<file path="config.mk">
export PLATFORM = sky130hd
export DESIGN_NAME = video_writer_flat
export DESIGN_NICKNAME = d
export VERILOG_FILES = /design/src/rtl/video_writer_pkg.sv /design/src/rtl/video_writer_if.sv /design/src/rtl/video_writer_text_cursor.sv /design/src/rtl/video_writer.sv /design/src/flat_wrapper.sv
export SDC_FILE = /design/constraint.sdc
export NUM_CORES = 1
export LEC_CHECK = 0
export ABC_CLOCK_PERIOD_IN_PS = 3890
export CORE_MARGIN = 2
export CORE_UTILIZATION = 50
export DETAILED_ROUTE_END_ITERATION = 8
export PLACE_DENSITY = 0.85
export RECOVER_POWER = 50
export SLEW_MARGIN = 30
export SYNTH_ARGS = -nofsm -noshare
export SYNTH_HDL_FRONTEND = slang
export SYNTH_SLANG_ARGS = --single-unit
</file>
<file path="constraint.sdc">
create_clock -name clk -period 3.89 [get_ports clk]
set_input_delay 0.5835 -clock clk [delete_from_list [all_inputs] [get_ports clk]]
set_output_delay 0.5835 -clock clk [all_outputs]
set_load 0.005 [all_outputs]
</file>
<file path="src/rtl/video_writer_pkg.sv">
// Shared types and constants for the video memory command writer.
// Cell word = {attribute byte, character index byte}.
package video_writer_pkg;

  localparam int TEXTCOLS_CHAR = 80;
  localparam int TEXTROWS_CHAR = 30;
  localparam int TEXTCOLS_W    = 7;
  localparam int TEXTROWS_W    = 5;
  localparam int ADDR_W        = 16;

  localparam logic [7:0] CTRL_BS    = 8'h08;
  localparam logic [7:0] CTRL_LF    = 8'h0A;
  localparam logic [7:0] CTRL_FF    = 8'h0C;
  localparam logic [7:0] CTRL_CR    = 8'h0D;
  localparam logic [7:0] CHAR_SPACE = 8'h20;

  typedef struct packed {
    logic [7:0] attr;
    logic [7:0] index;
  } charattr_t;

  typedef enum logic {
    ST_IDLE  = 1'b0,
    ST_CLEAR = 1'b1
  } state_t;

  // Attribute word with its character index field replaced by ch.
  function automatic charattr_t make_cell(input charattr_t a, input logic [7:0] ch);
    charattr_t c;
    c       = a;
    c.index = ch;
    return c;
  endfunction

endpackage

</file>
<file path="src/rtl/video_writer_if.sv">
// Byte command handshake plus masked video memory write port.
// slave = writer side, master = byte source / memory side.
interface video_writer_if;
  import video_writer_pkg::*;

  logic              cmd_valid;
  logic              cmd_ready;
  logic [7:0]        cmd_byte;
  logic              video_write;
  logic [ADDR_W-1:0] video_address;
  charattr_t         video_value;
  charattr_t         video_mask;

  modport master (
    output cmd_valid, cmd_byte,
    input  cmd_ready, video_write, video_address, video_value, video_mask
  );

  modport slave (
    input  cmd_valid, cmd_byte,
    output cmd_ready, video_write, video_address, video_value, video_mask
  );
endinterface

</file>
<file path="src/rtl/video_writer_text_cursor.sv">
// Text cursor: x/y position with wrap and backspace saturation, plus an
// incrementally maintained row base so the cell address needs no multiplier.
module text_cursor
  import video_writer_pkg::*;
#(
  parameter int COLS = TEXTCOLS_CHAR,
  parameter int ROWS = TEXTROWS_CHAR
) (
  input  logic                  clk,
  input  logic                  reset,
  input  logic                  advance,
  input  logic                  newline,
  input  logic                  carriage_return,
  input  logic                  backspace,
  input  logic                  home,
  output logic [TEXTCOLS_W-1:0] x,
  output logic [TEXTROWS_W-1:0] y,
  output logic [ADDR_W-1:0]     addr
);

  logic [TEXTCOLS_W-1:0] x_q, x_d;
  logic [TEXTROWS_W-1:0] y_q, y_d;
  logic [ADDR_W-1:0]     row_base_q, row_base_d;
  logic                  row_adv;

  always_comb begin
    x_d        = x_q;
    y_d        = y_q;
    row_base_d = row_base_q;
    row_adv    = 1'b0;
    if (home) begin
      x_d        = '0;
      y_d        = '0;
      row_base_d = '0;
    end else begin
      if (advance) begin
        if (x_q == TEXTCOLS_W'(COLS - 1)) begin
          x_d     = '0;
          row_adv = 1'b1;
        end else begin
          x_d = x_q + TEXTCOLS_W'(1);
        end
      end
      if (carriage_return) x_d = '0;
      if (backspace && (x_q != '0)) x_d = x_q - TEXTCOLS_W'(1);
      if (newline) row_adv = 1'b1;
      // No scrolling: the bottom row wraps back to the top.
      if (row_adv) begin
        if (y_q == TEXTROWS_W'(ROWS - 1)) begin
          y_d        = '0;
          row_base_d = '0;
        end else begin
          y_d        = y_q + TEXTROWS_W'(1);
          row_base_d = row_base_q + ADDR_W'(COLS);
        end
      end
    end
  end

  always_ff @(posedge clk or posedge reset) begin
    if (reset) begin
      x_q        <= '0;
      y_q        <= '0;
      row_base_q <= '0;
    end else begin
      x_q        <= x_d;
      y_q        <= y_d;
      row_base_q <= row_base_d;
    end
  end

  assign x    = x_q;
  assign y    = y_q;
  assign addr = row_base_q + ADDR_W'(x_q);

endmodule

</file>
<file path="src/rtl/video_writer.sv">
// Byte-stream front end for the video memory write port: printable bytes
// become cell writes at the cursor, control codes move it, FF fills the screen.
module video_writer
  import video_writer_pkg::*;
#(
  parameter int COLS = TEXTCOLS_CHAR,
  parameter int ROWS = TEXTROWS_CHAR
) (
  input  logic                  clk,
  input  logic                  reset,
  video_writer_if.slave         bus,
  input  logic                  set_attr,
  input  charattr_t             attr_value,
  output logic [TEXTCOLS_W-1:0] cursor_x,
  output logic [TEXTROWS_W-1:0] cursor_y
);

  localparam int TOTAL = COLS * ROWS;
  localparam int CNT_W = ADDR_W + 1;

  state_t            state_q, state_d;
  logic [CNT_W-1:0]  fill_q, fill_d;
  charattr_t         attr_q, attr_d, attr_eff;
  logic              wr_q, wr_d;
  logic [ADDR_W-1:0] addr_q, addr_d;
  charattr_t         value_q, value_d;
  charattr_t         mask_q, mask_d;
  logic [ADDR_W-1:0] cur_addr;
  logic              advance, newline, carriage_return, backspace, home;

  text_cursor #(.COLS(COLS), .ROWS(ROWS)) u_cursor (
    .clk             (clk),
    .reset           (reset),
    .advance         (advance),
    .newline         (newline),
    .carriage_return (carriage_return),
    .backspace       (backspace),
    .home            (home),
    .x               (cursor_x),
    .y               (cursor_y),
    .addr            (cur_addr)
  );

  always_comb begin
    state_d         = state_q;
    fill_d          = fill_q;
    wr_d            = 1'b0;
    addr_d          = addr_q;
    value_d         = value_q;
    mask_d          = mask_q;
    advance         = 1'b0;
    newline         = 1'b0;
    carriage_return = 1'b0;
    backspace       = 1'b0;
    home            = 1'b0;
    // A same-cycle set_attr already applies to the word issued this cycle.
    attr_eff        = set_attr ? attr_value : attr_q;
    attr_d          = attr_eff;
    case (state_q)
      ST_IDLE: begin
        if (bus.cmd_valid) begin
          if (bus.cmd_byte >= CHAR_SPACE) begin
            wr_d    = 1'b1;
            addr_d  = cur_addr;
            value_d = make_cell(attr_eff, bus.cmd_byte);
            mask_d  = '1;
            advance = 1'b1;
          end else begin
            case (bus.cmd_byte)
              CTRL_CR: carriage_return = 1'b1;
              CTRL_LF: newline         = 1'b1;
              CTRL_BS: backspace       = 1'b1;
              CTRL_FF: begin
                // First fill word is issued on acceptance so it lands at N+1.
                state_d = ST_CLEAR;
                wr_d    = 1'b1;
                addr_d  = '0;
                value_d = make_cell(attr_eff, CHAR_SPACE);
                mask_d  = '1;
                fill_d  = CNT_W'(1);
              end
              default: ;
            endcase
          end
        end
      end
      ST_CLEAR: begin
        if (fill_q == CNT_W'(TOTAL)) begin
          state_d = ST_IDLE;
          home    = 1'b1;
        end else begin
          wr_d    = 1'b1;
          addr_d  = fill_q[ADDR_W-1:0];
          value_d = make_cell(attr_eff, CHAR_SPACE);
          mask_d  = '1;
          fill_d  = fill_q + CNT_W'(1);
        end
      end
      default: state_d = ST_IDLE;
    endcase
  end

  always_ff @(posedge clk or posedge reset) begin
    if (reset) begin
      state_q <= ST_IDLE;
      fill_q  <= '0;
      attr_q  <= '0;
      wr_q    <= 1'b0;
      addr_q  <= '0;
      value_q <= '0;
      mask_q  <= '0;
    end else begin
      state_q <= state_d;
      fill_q  <= fill_d;
      attr_q  <= attr_d;
      wr_q    <= wr_d;
      addr_q  <= addr_d;
      value_q <= value_d;
      mask_q  <= mask_d;
    end
  end

  assign bus.cmd_ready     = (state_q == ST_IDLE);
  assign bus.video_write   = wr_q;
  assign bus.video_address = addr_q;
  assign bus.video_value   = value_q;
  assign bus.video_mask    = mask_q;

endmodule

</file>
<file path="src/flat_wrapper.sv">
// flat-port wrapper written by rule: the top's interface ports become plain ports
module video_writer_flat import video_writer_pkg::*;
#(
  parameter int COLS = TEXTCOLS_CHAR,
  parameter int ROWS = TEXTROWS_CHAR
)
  (clk, reset, set_attr, attr_value, cursor_x, cursor_y, bus_cmd_valid, bus_cmd_byte, bus_cmd_ready, bus_video_write, bus_video_address, bus_video_value, bus_video_mask);
  video_writer_if bus_i ();
  input  logic clk;
  input  logic reset;
  input  logic set_attr;
  input  charattr_t attr_value;
  output logic [TEXTCOLS_W-1:0] cursor_x;
  output logic [TEXTROWS_W-1:0] cursor_y;
  input wire logic [$bits(bus_i.cmd_valid)-1:0] bus_cmd_valid;
  input wire logic [$bits(bus_i.cmd_byte)-1:0] bus_cmd_byte;
  output wire logic [$bits(bus_i.cmd_ready)-1:0] bus_cmd_ready;
  output wire logic [$bits(bus_i.video_write)-1:0] bus_video_write;
  output wire logic [$bits(bus_i.video_address)-1:0] bus_video_address;
  output wire logic [$bits(bus_i.video_value)-1:0] bus_video_value;
  output wire logic [$bits(bus_i.video_mask)-1:0] bus_video_mask;
  assign bus_i.cmd_valid = bus_cmd_valid;
  assign bus_i.cmd_byte = bus_cmd_byte;
  assign bus_cmd_ready = bus_i.cmd_ready;
  assign bus_video_write = bus_i.video_write;
  assign bus_video_address = bus_i.video_address;
  assign bus_video_value = bus_i.video_value;
  assign bus_video_mask = bus_i.video_mask;
  video_writer #(.COLS(COLS), .ROWS(ROWS)) u_core (.clk(clk), .reset(reset), .bus(bus_i), .set_attr(set_attr), .attr_value(attr_value), .cursor_x(cursor_x), .cursor_y(cursor_y));
endmodule
</file>
==> impl_metrics.toml <==
[timing]
fin_crit_sh = 0.745
tightest_slew_ns = 2.41
finalCriticalPeriod_ns = 2.90
drv_slew = 57
clock.fmax_ghz = 0.345
clock-skew-final_ns = 0.00801
slew_headroom = -0.614
hold_violations = 0
fin_ws_ns = 0.991
setup-violations-final = 0
rsz0062_at_grt = "no"
finalSetupTns_ns = 0

[clock_network]
cts_buffer_depth = 2
cts_resized = 0
numCtsBuffers = 9
cts_root_buf = "clkbuf_8"
insertion_delay_ns = 0.36
postCtsSetupRepairBufs = 0
cts.hold.buffers_added = 0
cts.htree.levels = 3
clock-sinks = 84
clk_pin_slew_worst_paths_ns = 0.08
cts_tree = "yes"

[yosys]
synthTopCellsByArea = "dfrtp_1 (45%), nor2_1 (5.1%), a21oi_1 (3.0%)"
netlist_area_um2 = 4700
synthArstFlopShare = 1.00
syn_area_per_cell_um2 = 9.24
synthTopCellsByCount = "dfrtp_1 (84), nor2_1 (64), nand2_1 (37)"
syn_inst = 509
synth-edff-count = 0
seq_area_frac_synth = 0.447
synth.largest_area_cell = "dfrtp_1"
ys.warnings.count = 0
yosys_register_bits = 84
yosysMostFrequentCell = "dfrtp_1"
syn_nets = 547
ys_types = 58
ys.flop_type = "dfrtp_1"
yosysTopAreaCellShare = 0.447

[critical_path]
worstSetupPathDepth = 3
worst_ep_arrival_time_ns = 3.28
cp_slowest_stage_delay_ns = 1.38
crit_family = "buffers and inverters"
critical_path.endpoint_type = "async pin"
worstRegToRegCells = 5
required_ns = 4.27
critPathBufInv = 3
path_cells = "dlygate4sd3_1 > clkinvlp_2 > clkbuf_1"
startpoint_type = "input pin"
crit_type = "input pin to async pin"
crit_slowest_cell = "clkinvlp_2"
worstPathMaxFanout = 56

[grt]
gr-usage-met1 = 0.312
grt_use_met2 = 0.383
grt_pass1_vias = 3891
gr-usage-met3 = 0.0479
top_usage_layer = "met2"
grt_pass1_wl_um = 18900
globalRouteTotalUtil = 0.232
grt_max_degree = 57
antenna_found_initial = 0
grt_overflow = 0

[cells_and_area]
syn2layout_area_growth_pct = 20.4
stdcell_area_um2 = 5660
antenna_cells = 0
num-nets-final = 602
drive_gt1_frac = 0.0685
postLayoutCoreUtil = 0.616

[floorplan]
start_util = 0.511
die_width_um = 101
num_rows = 35
core_area_um2 = 9200
dieArea_um2 = 10200
die_y_um = 101
ioPinCount = 90

[place]
post-place-ws_ns = 0.812
postPlaceCellArea_um2 = 5460
portBuffers = 81
gp_congestion = 0.866
dp_hpwl_um = 8240

[worst_hold_path]
worstHoldPathType = "register to register"
min_delay_path_depth = 2

[route]
vias = 4144
wirelength_um = 11600
avgViaCountPerCell = 6.09
drtIter0Drc = 313
wl_per_cell_um = 17.1
drc_errors = 0
antenna_left = 0
drt_first_pass_iters = 4

[power]
p_leak_uw = 0.00247
power_density_nw_per_um2 = 296
peakVddDrop_uv = 196

[run]
maxCapViolations = 1

[outcome]
violations = "capacitance limit, slew limit"
status = "finished with violations"
==> power breakdown <==
| group | total (µW) | internal (µW) | switching, µW |
|---|---|---|---|
| logic | 113 | 57.8 | 55.3 |
| clock network | 646 | 317 | 329 |
| registers | 914 | 897 | 17.3 |
| total | 1670 | 1270 | 402 |
==> flip-flops by register name, indices dropped and copies added, names as in the netlist <==
register,count
u_core.attr_q,8
u_core.bus.video_mask,1
u_core.bus.video_value,16
u_core.bus.video_address,16
u_core.u_cursor.y,5
u_core.u_cursor.x,7
u_core.bus.video_write,1
u_core.u_cursor.row_base_q,12
u_core.fill_q,17
u_core.state_q,1
==> path summary, 6_finish.rpt <==
| kind | from | to | slack (ns) |
|---|---|---|---|
| setup / recovery | reset | u_core.u_cursor.x[6] | 0.99 |
| hold / removal | u_core.bus.video_address[3] | u_core.bus.video_address[3] | 0.50 |
| setup reg to reg | u_core.state_q | u_core.u_cursor.row_base_q[10] | 1.06 |
| hold reg to reg | u_core.bus.video_address[3] | u_core.bus.video_address[3] | 0.50 |
| max in group clk | u_core.state_q | u_core.u_cursor.row_base_q[10] | 1.06 |
| min in group asynchronous | reset | u_core.bus.video_value[14] | 1.34 |
==> worst register-to-register path, stage by stage, from the launching register on <==
cell and delay (ns):
dfrtp_1 0.64, nor4_1 0.56, nor3b_1 0.54, nor2_2 0.28, or4_1 0.59, a21oi_1 0.16
==> final cells by class <==
cell class              instances  area, µm²
flip-flops and latches         84       2100
fillers                       771       3530
inverters                      14       53.8
repair buffers                 88        856
multi-input cells             367       2310
clock buffers                  11        141
clock inverters                 5       61.3
well taps                     111        139
==> cell families after synthesis <==
group                      Yosys count  share of synthesized area
DFF                                 84                      0.447
adders and majority gates           10                     0.0266
xor gates and xnor gates            16                     0.0298
muxes                               16                     0.0362
and+or+nand+nor                    216                      0.240
AOI/OAI and AO/OA                  109                      0.157
buffers and inverters               58                     0.0631
==> through the flow <==
step | hold slack [ns] | total power [µW] | cells
after floorplan | 0.473 | 982 | 509
after global placement | 0.469 | 1050 | 664
after detailed placement | 0.484 | 1050 | 664
after CTS | 0.504 | 1690 | 680
after global routing | 0.514 | 1740 | 680
final | 0.495 | 1670 | 680
==> layout by cell type, fill, tap and decap left out, types with 9 or more instances in the layout <==
cell type        synthesis  routed
dfrtp_1                 84      84
nor2_1                  64      63
clkdlybuf4s50_1          0      56
nand2_1                 37      37
nand3_1                 28      28
a21oi_1                 28      28
dlygate4sd3_1            0      25
o21ai_1                 16      15
nor3_1                  14      14
xor2_1                  12      12
inv_1                   12      11
o21ai_0                 11      11
ha_1                    10      10
clkbuf_8                 0      10
or4_1                    9       9
o211ai_1                 9       9
==> layer usage <==
layer	vias up	wire, µm
li1	1936	-
met1	2016	5130
met2	175	5600
met3	17	754
met4	0	146
met5	-	0
Note: power is estimated with default switching activity, not from simulation.
